**config.mk**
```make
export PLATFORM = sky130hd
export DESIGN_NAME = seg_scan_driver
export DESIGN_NICKNAME = d
export VERILOG_FILES = /design/src/rtl/seg_scan_driver_pkg.sv /design/src/rtl/seg_hex_decoder.sv /design/src/rtl/seg_scan_driver.sv
export SDC_FILE = /design/constraint.sdc
export NUM_CORES = 1
export LEC_CHECK = 0
export CAP_MARGIN = 15
export CORE_MARGIN = 4
export CORE_UTILIZATION = 51
export CTS_CLUSTER_DIAMETER = 150
export DETAILED_ROUTE_END_ITERATION = 8
export PLACE_DENSITY_LB_ADDON = 0.3
export SLEW_MARGIN = 20
export SYNTH_ARGS = -nofsm -noshare
export SYNTH_HDL_FRONTEND = slang
export SYNTH_SLANG_ARGS = --single-unit
```
**constraint.sdc**
```tcl
create_clock -name clk -period 1.81 [get_ports clk]
set_input_delay 0.181 -clock clk [delete_from_list [all_inputs] [get_ports clk]]
set_output_delay 0.181 -clock clk [all_outputs]
set_load 0.01 [all_outputs]
```
**src/rtl/seg_scan_driver_pkg.sv**
```systemverilog
// Shared constants and types for the 4-digit multiplexed 7-segment driver.
// Segment order is {g,f,e,d,c,b,a}; the LUT holds active-high patterns.
package seg_scan_driver_pkg;

  localparam int unsigned SCAN_DIV_DEF = 250000;
  localparam int unsigned CNT_W        = $clog2(SCAN_DIV_DEF);

  localparam logic [6:0] SEG_BLANK = 7'h7F;
  localparam logic [3:0] AN_OFF    = 4'hF;

  localparam logic [6:0] SEG_LUT [16] = '{
    7'h3F, 7'h06, 7'h5B, 7'h4F, 7'h66, 7'h6D, 7'h7D, 7'h07,
    7'h7F, 7'h6F, 7'h77, 7'h7C, 7'h39, 7'h5E, 7'h79, 7'h71
  };

  typedef enum logic {
    PH_BLANK,
    PH_SHOW
  } slot_phase_e;

  // One complete display image: per-digit blank mask plus four hex codes.
  typedef struct packed {
    logic [3:0]      blank;
    logic [3:0][3:0] digits;
  } frame_t;

endpackage

```
**src/rtl/seg_hex_decoder.sv**
```systemverilog
// Hex code to active-low 7-segment pattern; purely combinational.
module seg_hex_decoder
  import seg_scan_driver_pkg::*;
(
  input  logic [3:0] code_i,
  output logic [6:0] seg_n_o
);

  assign seg_n_o = ~SEG_LUT[code_i];

endmodule

```
**src/rtl/seg_scan_driver.sv**
```systemverilog
// Time-multiplexed, double-buffered driver for a 4-digit common-anode display.
// Each slot opens with a blanking gap; new digits apply only at frame boundaries.
module seg_scan_driver
  import seg_scan_driver_pkg::*;
#(
  parameter int unsigned SCAN_DIV  = SCAN_DIV_DEF,
  parameter int unsigned BLANK_CYC = 1000
) (
  input  logic        clk,
  input  logic        reset,
  input  logic [15:0] digits_in,
  input  logic [3:0]  blank_in,
  input  logic        load,
  output logic [6:0]  seg,
  output logic [3:0]  an,
  output logic        frame_done
);

  localparam logic [CNT_W-1:0] SLOT_LAST = CNT_W'(SCAN_DIV - 1);
  localparam logic [CNT_W-1:0] BLANK_END = CNT_W'(BLANK_CYC);

  logic [CNT_W-1:0] slot_cnt_q, slot_cnt_d;
  logic [1:0]       digit_idx_q, digit_idx_d;
  frame_t           shadow_q, shadow_d;
  frame_t           active_q, active_d;
  logic             pending_q, pending_d;
  logic [6:0]       seg_q, seg_d;
  logic [3:0]       an_q, an_d;
  logic             frame_done_q, frame_done_d;

  logic             slot_wrap;
  logic             frame_end;
  slot_phase_e      phase;
  logic [6:0]       dec_seg_n;

  seg_hex_decoder u_dec (
    .code_i  (active_q.digits[digit_idx_q]),
    .seg_n_o (dec_seg_n)
  );

  // NOTE: every signal written in an always_comb gets a default first, so no path infers a latch.
  always_comb begin
    slot_wrap    = (slot_cnt_q == SLOT_LAST);
    frame_end    = slot_wrap && (digit_idx_q == 2'd3);
    slot_cnt_d   = slot_wrap ? '0 : slot_cnt_q + CNT_W'(1);
    digit_idx_d  = slot_wrap ? digit_idx_q + 2'd1 : digit_idx_q;
    frame_done_d = frame_end;
    shadow_d     = shadow_q;
    active_d     = active_q;
    pending_d    = pending_q;

    // The boundary transfer reads the old shadow; a coincident load stays pending.
    if (frame_end && pending_q) begin
      active_d  = shadow_q;
      pending_d = 1'b0;
    end
    if (load) begin
      shadow_d  = '{blank: blank_in, digits: digits_in};
      pending_d = 1'b1;
    end
  end

  always_comb begin
    phase = (slot_cnt_q < BLANK_END) ? PH_BLANK : PH_SHOW;
    seg_d = SEG_BLANK;
    an_d  = AN_OFF;
    if (phase == PH_SHOW && !active_q.blank[digit_idx_q]) begin
      an_d  = ~(4'b0001 << digit_idx_q);
      seg_d = dec_seg_n;
    end
  end

  // NOTE: sequential state uses non-blocking assignments only, so every register samples pre-edge values.
  // NOTE: shadow/active are reset too, since the display must come up showing 0000 with nothing stale.
  always_ff @(posedge clk) begin
    if (reset) begin
      slot_cnt_q   <= '0;
      digit_idx_q  <= '0;
      shadow_q     <= '0;
      active_q     <= '0;
      pending_q    <= 1'b0;
      seg_q        <= SEG_BLANK;
      an_q         <= AN_OFF;
      frame_done_q <= 1'b0;
    end else begin
      slot_cnt_q   <= slot_cnt_d;
      digit_idx_q  <= digit_idx_d;
      shadow_q     <= shadow_d;
      active_q     <= active_d;
      pending_q    <= pending_d;
      seg_q        <= seg_d;
      an_q         <= an_d;
      frame_done_q <= frame_done_d;
    end
  end

  assign seg        = seg_q;
  assign an         = an_q;
  assign frame_done = frame_done_q;

endmodule

```
# After elaboration in Yosys (flattened, before gate mapping)
# Memories as Yosys holds them, arrays and structs flattened.
# Index checks and enable logic that the tools add are counted.
# op_classes
n_reduce_logical	7
n_mux	9
n_eq_ne	2
addsub	2
order_cmp	3
bitwise	4
n_shift	1
# ops
op	count
18-bit by 1-bit adder with 18-bit output (second input constant)	1
18-bit == test (second input constant)	1
18-bit by 10-bit less-than comparator with 1-bit output (second input constant)	1
7-bit 2-to-1 mux	2
4-bit binary-select mux with 2-bit select	1
7-bit NOT	1
5-bit greater-or-equal comparator (second input constant)	1
4-bit NOT with 5-bit output	1
1-bit 2-to-1 mux	4
4-bit 2-to-1 mux	1
4-bit NOT	1
2-bit OR reduction	2
1-bit by 2-bit << shifter with 4-bit output (first input constant)	1
1-bit logical AND	3
2-bit by 3-bit less-than comparator with 1-bit output (second input constant)	1
2-bit by 1-bit adder with 2-bit output (second input constant)	1
1-bit binary-select mux with 2-bit select	1
2-bit == test (second input constant)	1
2-bit nonzero test	1
1-bit logical NOT	1
1-bit NOT	1
# word_totals
mem_count	1
out_inout_bits	12
input_bits	23
rom_bits	112
word_cells	45
regBits	73
# mem_list
memory	depth	width	read_ports	rd_ports_with_merged_regs	write_ports	line	rtl
(name not given)	16	7	1	0	0	seg_hex_decoder.sv:9	assign seg_n_o = ~SEG_LUT[code_i];

# Depth between registers and ports, before layout
# Gate-level depths: netlist of run 1.
# depth
ltp_word	7
ltp_mapped	8
depth_no_buf	7

# By module
# From an unflattened synthesis of run 1, not the netlist that was laid out.
# hier_totals
cells_unflattened	347
hier_area_um2	3228.1
# by_module_without_submodules
module	area_each_um2	cells_each	instances	seq_area_each_um2
seg_scan_driver	2975.4	316	1	1461.4
seg_hex_decoder	252.7	31	1	0.0

# Worst setup path before layout of run 1
# Ideal clock, no wire load.
# synth_timing
path_kind	register -> register
from	reg slot_cnt_q[10]
to	reg active_q[3] (netlist bit)
setup_time_ps	132
stages_incl_launch_ff	7
slack_ps	-139
path_buffers	2
t_required_ps	1678
synth_period_minus_slack_ps	1949
arrival_ps	1816
path_cell_list	dfxtp_1 > or3_4 > or4b_1 > buf_6 > buf_12 > o31ai_2 > a21oi_1
# synth_between
elab_chain_len	3
# synth_lines
item	line	rtl
start: declaration	seg_scan_driver.sv:22	logic [CNT_W-1:0] slot_cnt_q, slot_cnt_d;
start signal: assignment	seg_scan_driver.sv:86	slot_cnt_q <= slot_cnt_d;
18-bit == test	seg_scan_driver.sv:43	slot_wrap = (slot_cnt_q == SLOT_LAST);
1-bit logical AND	seg_scan_driver.sv:44	frame_end = slot_wrap && (digit_idx_q == 2'd3);
1-bit logical AND	seg_scan_driver.sv:53	if (frame_end && pending_q) begin
end signal: assignment	seg_scan_driver.sv:89	active_q <= active_d;
end: declaration	seg_scan_driver.sv:25	frame_t active_q, active_d;
# Every way passes these cells.
# A chain may end at the register's enable or synchronous reset.

# Final worst setup path of run 1
# layout_timing
from	reg slot_cnt_q[10]
to	reg slot_cnt_q[5]
# layout_between
elab_chain_len	2
# layout_lines
item	line
18-bit == test	seg_scan_driver.sv:43
2-bit OR reduction (no line)	n/a
# Every way passes these cells.

==> results.json, run 1 <==
{
  "final_nets": 457,
  "globalplace.congestion": 0.880,
  "ys_types": 42,
  "reg2reg_to": "slot_cnt_q[5]",
  "final_core_util_pct": 71.7,
  "final_area_sq_um": 4650,
  "die_x_um": 90.5,
  "power_mw": 3.25,
  "min_path_cells": 3,
  "rows": 29,
  "gr-total-overflow": 0,
  "finalMaxSlewViolations": 0,
  "hold_path_class": "input port to flop",
  "syn_area_sq_um": 3470,
  "regArea_sq_um": 1470,
  "clk_path_buf_depth": 2,
  "max-cap-violations": 0,
  "multiInputGateArea_sq_um": 1980,
  "synth_edf_count": 0,
  "async_flop_share_pct": 0,
  "syn_nets": 384,
  "worst_pin_slew_ns": 0.495,
  "power_leakage_nw": 1.70,
  "violations": "setup timing",
  "avgViaCountPerCell": 5.91,
  "drive_above_1_share_pct": 31.8,
  "clk_latency_ns": 0.35,
  "min_from": "digits_in[12]",
  "synth_top_area_share_pct": 42.1,
  "arrival_ns": 2.17,
  "drt_pre_antenna_iters": 5,
  "core_area_sq_um": 6490,
  "yosysWarnings": 0,
  "port_buffers": 34,
  "postRouteAntennaNets": 0,
  "fin_crit_sh_pct": 107,
  "cp_common_cell": "buf_12",
  "netlist_instances": 350,
  "final_cell_mix": "dfxtp_1, buf_4, clkdlybuf4s50_1",
  "grt_pass1_vias": 2876,
  "vias": 2983,
  "critical_path_class": "flop to flop",
  "routed_wirelength_um": 8410,
  "synth_top_area_cell": "dfxtp_1",
  "clk_pin_slew_ns": 0.08,
  "ir_drop_uv": 616,
  "fin_crit_ns": 1.94,
  "start_util_pct": 53.5,
  "fp.dieH_um": 90.5,
  "crit_chain": "or3_4, or4b_4, buf_12, o21bai_4, buf_12, buf_16, nor2_4",
  "end_kind": "flop",
  "dp_hpwl_um": 5050,
  "synth_ff_type": "dfxtp_1",
  "drc_errors": 0,
  "synth-seq-cells": 73,
  "place_ws_ns": -0.157,
  "tritoncts": "yes",
  "cts_buffers": 9,
  "mostFrequentLayoutCell": "dfxtp_1",
  "worst-path-max-fanout": 8,
  "cts_max_level": 3,
  "slowest_stage": "or4b_4",
  "slowest_delay_ns": 0.51,
  "max_freq_mhz": 515,
  "setup_slack_ns": -0.131,
  "critPathRequiredTime_ns": 2.04,
  "reg2reg_from": "slot_cnt_q[10]",
  "cellPowerDensity_nw_per_um2": 699,
  "startpoint_type": "flop",
  "clock_sink_count": 73,
  "synth_seq_area_share_pct": 42.1,
  "initialDrtViolationCount": 186,
  "r2r_cells": 7,
  "hold_buffers": 0,
  "hold_end": "shadow_q[12]",
  "timing.final.hold_violations": 0,
  "syn2layout_area_growth_pct": 34.0,
  "grt_max_degree": 26,
  "avgSynthCellArea_sq_um": 9.93,
  "clock-root-buffer": "clkbuf_8",
  "rsz0062_at_grt": "true",
  "slew_headroom_pct": 67.0,
  "outcome": "complete, but fails checks",
  "antenna_found_initial": 0,
  "die_area_sq_um": 8200,
  "io_pins": 35,
  "grt_pass1_wl_um": 13900,
  "finClkSkew_ns": 0.0120,
  "antenna_cells": 0,
  "nFillCells": 458,
  "setup_viol_count_final": 41,
  "r2r_slack_ns": -0.13,
  "ys_top_cells_by_area": "dfxtp_1, mux2i_1, o31ai_2, a21oi_1, nand4_1",
  "wire_per_inst_um": 16.7,
  "track_usage_pct": 20.7,
  "detailed_place.area_sq_um": 4100
}
==> area by class of cell <==
class                   instances  share of cell area (%)
multi-input cells             241                    42.5
flip-flops and latches         73                    31.6
repair buffers                 90                    18.5
clock buffers                  10                    2.74
well taps                      77                    2.07
clock inverters                 6                    1.96
inverters                       8                   0.645
==> layer usage <==
layer | share of wire, % | vias up | track usage [%]
met1 | 46 | 1434 | 27.5
met4 | 1.8 | 0 | 8.93
met3 | 5.4 | 19 | 4.00
met5 | 0 | - | 0
met2 | 47 | 102 | 32.6
li1 | - | 1428 | -
==> worst max-delay path: cells and delay by family, from the launching register on <==
family	cells	cell delay [ns]
AOI/OAI and AO/OA	1	0.15
buffers and inverters	3	0.43
and+or+nand+nor	3	0.93
DFF	1	0.33
==> worst max-delay path by stage <==
stage | start | endpoint | slack, ns | cells past startpoint
3_3_place_gp | slot_cnt_q[13] | slot_cnt_q[16] | -0.11 | 6
2_1_floorplan | slot_cnt_q[13] | active_q[11] | -0.09 | 6
4_1_cts | slot_cnt_q[10] | slot_cnt_q[5] | -0.14 | 7
6_report | slot_cnt_q[10] | slot_cnt_q[5] | -0.13 | 7
3_5_place_dp | slot_cnt_q[13] | active_q[14] | -0.16 | 5
5_1_grt | slot_cnt_q[10] | slot_cnt_q[5] | -0.17 | 7
==> registers in the layout, indices dropped and copies added (netlist names) <==
signal and flops:
active_q 20, an 4, digit_idx_q 2, frame_done 1
pending_q 1, seg 7, shadow_q 20, slot_cnt_q 18
==> Yosys cell counts (2+ instances only) <==
cell type,number
dfxtp_1,73
a21oi_1,30
mux2i_1,28
nor2_1,25
nand4_1,24
nand2_1,17
o31ai_2,17
clkbuf_1,12
ha_1,11
nor2_2,10
xor2_1,10
inv_1,8
nand3_1,8
o31ai_1,7
o21ai_0,6
buf_1,5
buf_2,5
mux4_2,5
nor3_1,5
o211ai_1,4
o221ai_1,4
xnor2_1,4
buf_6,3
or3_1,3
or4_1,3
and2_1,2
and3_1,2
and4_1,2
mux2_2,2
nand4b_1,2
nor3b_1,2
==> stage by stage <==
| stage | cells | hold slack [ns] | setup TNS, ns |
|---|---|---|---|
| detailed placement | 474 | 0.459 | -3.90 |
| floorplan | 350 | 0.328 | -1.72 |
| global placement | 474 | 0.448 | -2.42 |
| finish | 505 | 0.444 | -3.65 |
| global route | 505 | 0.436 | -5.45 |
| CTS | 501 | 0.438 | -4.29 |
==> repair_timing <==
action,in CTS,in global routing
endpoints found under the setup margin,45,48
resized for setup,15,25
pin swaps,10,12
buffers inserted,8,4
cloned,3,1
==> where the power goes <==
| part | internal (mW) | switching (mW) |
|---|---|---|
| combinational | 0.106 | 0.0762 |
| sequential | 1.64 | 0.0209 |
| clock | 0.781 | 0.633 |
| total | 2.52 | 0.730 |
==> cell families (layout without fill, tap and decap cells) <==
family          Yosys count  in the layout  synth area share (%)
simple gates            111            111                  17.4
flops                    73             73                  42.1
compound gates           70             70                  15.4
buf+inv                  36            114                  5.62
mux                      35             35                  12.0
xor+xnor                 14             14                  3.53
fa+ha+maj                11             11                  3.96
Power figures use the tool's default switching activity.
==> run 2: changes to the inputs <==
CORE_UTILIZATION = 55   (was 51)
DONT_BUFFER_PORTS = 1   (was default)
==> run 2 against run 1 <==
Net effect:
- setup slack got worse by 0.055 ns
- largest power group unchanged
- via count increased by 4.5%
- the run still ends with setup timing left
- cell count shrank 1.4%
- clock power grew 5%
- sequential share of layout area is 0.39 points higher
- sequential power barely moved
- fmax shrank 2.8%
- final area fell by 1.1%
- non-clock buffer count down 5
- first-iteration DRC count up 18%
==> results.json, run 2 (same netlist as run 1, synthesis figures left out) <==
{
  "outcome": "complete, but fails checks",
  "violations": "setup timing",
  "core_area_sq_um": 6030,
  "startpoint_type": "flop",
  "grt_max_degree": 46,
  "setup_slack_ns": -0.186,
  "avgViaCountPerCell": 6.26,
  "rows": 28,
  "mostFrequentLayoutCell": "dfxtp_1",
  "grt_pass1_wl_um": 16400,
  "final_nets": 452,
  "critPathRequiredTime_ns": 2.06,
  "vias": 3118,
  "die_x_um": 87.5,
  "syn2layout_area_growth_pct": 32.4,
  "finalMaxSlewViolations": 0,
  "postRouteAntennaNets": 0,
  "worst-path-max-fanout": 8,
  "fin_crit_ns": 2.00,
  "cts_max_level": 3,
  "dr_wl_met2_um": 5200,
  "top_layer": "met4",
  "clk_pin_slew_ns": 0.09,
  "clock_sink_count": 73,
  "hold_path_class": "input port to flop",
  "wire_per_inst_um": 21.2,
  "fin_crit_sh_pct": 110,
  "top_regs": "active_q: 20 flops, shadow_q: 20 flops, slot_cnt_q: 18 flops",
  "cts_buffers": 9,
  "port_buffers": 0,
  "clk_latency_ns": 0.36,
  "clock-root-buffer": "clkbuf_8",
  "route.met3.wl_um": 740,
  "slew_headroom_pct": 70.0,
  "r2r_slack_ns": -0.19,
  "drt_pre_antenna_iters": 6,
  "fin_cells": 498,
  "clk_path_buf_depth": 2,
  "grt_pass1_vias": 3138,
  "final_area_sq_um": 4600,
  "dp.cells": 431,
  "io_pins": 35,
  "cellPowerDensity_nw_per_um2": 735,
  "max-cap-violations": 0,
  "drc_errors": 0,
  "setup_viol_count_final": 40,
  "gr-total-overflow": 0,
  "antenna_found_initial": 0,
  "track_usage_pct": 28.1,
  "fp.dieH_um": 87.5,
  "final_cell_mix": "dfxtp_1, dlygate4sd3_1, buf_4",
  "critical_path_class": "flop to flop",
  "dp_hpwl_um": 5090,
  "globalplace.congestion": 0.857,
  "antenna_cells": 0,
  "end_kind": "flop",
  "worst_pin_slew_ns": 0.450,
  "timing.final.hold_violations": 0,
  "drive_above_1_share_pct": 28.6,
  "start_util_pct": 57.7,
  "die_area_sq_um": 7650,
  "max_freq_mhz": 501,
  "ir_drop_uv": 677,
  "detailed_place.area_sq_um": 3720,
  "routed_wirelength_um": 10500,
  "tritoncts": "yes",
  "wl_met1_um": 4200,
  "initialDrtViolationCount": 220,
  "finClkSkew_ns": 0.0105,
  "power_leakage_nw": 1.67,
  "arrival_ns": 2.24,
  "rsz0062_at_grt": "true"
}
==> run 2: cell types whose count changed in the layout (fill, tap and decap cells not counted), moves of 2 or more <==
cell	change
dlygate4sd3_1	+40
clkdlybuf4s50_1	-34
buf_4	-14
buf_12	+3
o31ai_4	-3
nor2_2	+2
nor2_4	-2
o31ai_1	+2
==> run 2: power by group <==
group | total, mW | internal [mW] | switching, mW
clock | 1.48 | 0.788 | 0.695
combinational | 0.234 | 0.141 | 0.0935
sequential | 1.66 | 1.64 | 0.0262
total | 3.38 | 2.57 | 0.815
==> run 2: critical path, stage by stage (launching register included) <==
cell	delay, ns
dfxtp_2	0.33
or3_4	0.38
or4b_4	0.51
buf_12	0.16
o21bai_4	0.18
buf_12	0.14
buf_16	0.13
nor2_4	0.04
==> run 2: metal layers <==
metal | global-route usage [%] | vias up
li1 | - | 1415
met1 | 34.7 | 1513
met2 | 45.3 | 161
met3 | 5.68 | 29
met4 | 16.2 | 0
met5 | 0 | -
==> run 2: timing repair <==
action                                  CTS  global route
endpoints found under the setup margin   45            48
hold buffers                             41             0
cloned                                    3             0
setup buffers                             7             2
resized for setup                        12            24
hold endpoints to repair                 45             0
pin swaps                                12             8
==> run 2: worst paths after layout <==
path / to / startpoint / depth (start not counted)
hold / removal: an[1] / reset / 3
setup reg to reg: slot_cnt_q[1] / slot_cnt_q[10] / 7
hold reg to reg: active_q[19] / active_q[19] / 2
setup / recovery: slot_cnt_q[1] / slot_cnt_q[10] / 7
==> run 2: area by class of cell <==
cell class | count | area, sq um
timing repair buffer | 85 | 865
multi-input combinational | 241 | 1920
tap | 75 | 93.8
inverter | 8 | 30.0
fill | 366 | 1420
clock buffer | 9 | 124
clock inverter | 7 | 101
sequential | 73 | 1470
==> run 2: stage by stage <==
| stage | setup WS, ns | util, % | power [mW] | hold WS [ns] | TNS, ns |
|---|---|---|---|---|---|
| 4_1_cts | -0.126 | 75.4 | 3.35 | 0.111 | -3.81 |
| 5_1_grt | -0.215 | 76.4 | 3.48 | 0.116 | -6.85 |
| 3_5_place_dp | -0.143 | 61.7 | 1.78 | 0.263 | -3.62 |
| 2_1_floorplan | -0.0891 | - | 1.77 | 0.328 | -1.72 |
| 3_3_place_gp | -0.114 | 61.7 | 1.77 | 0.260 | -2.35 |
| 6_report | -0.186 | 76.4 | 3.38 | 0.114 | -5.55 |
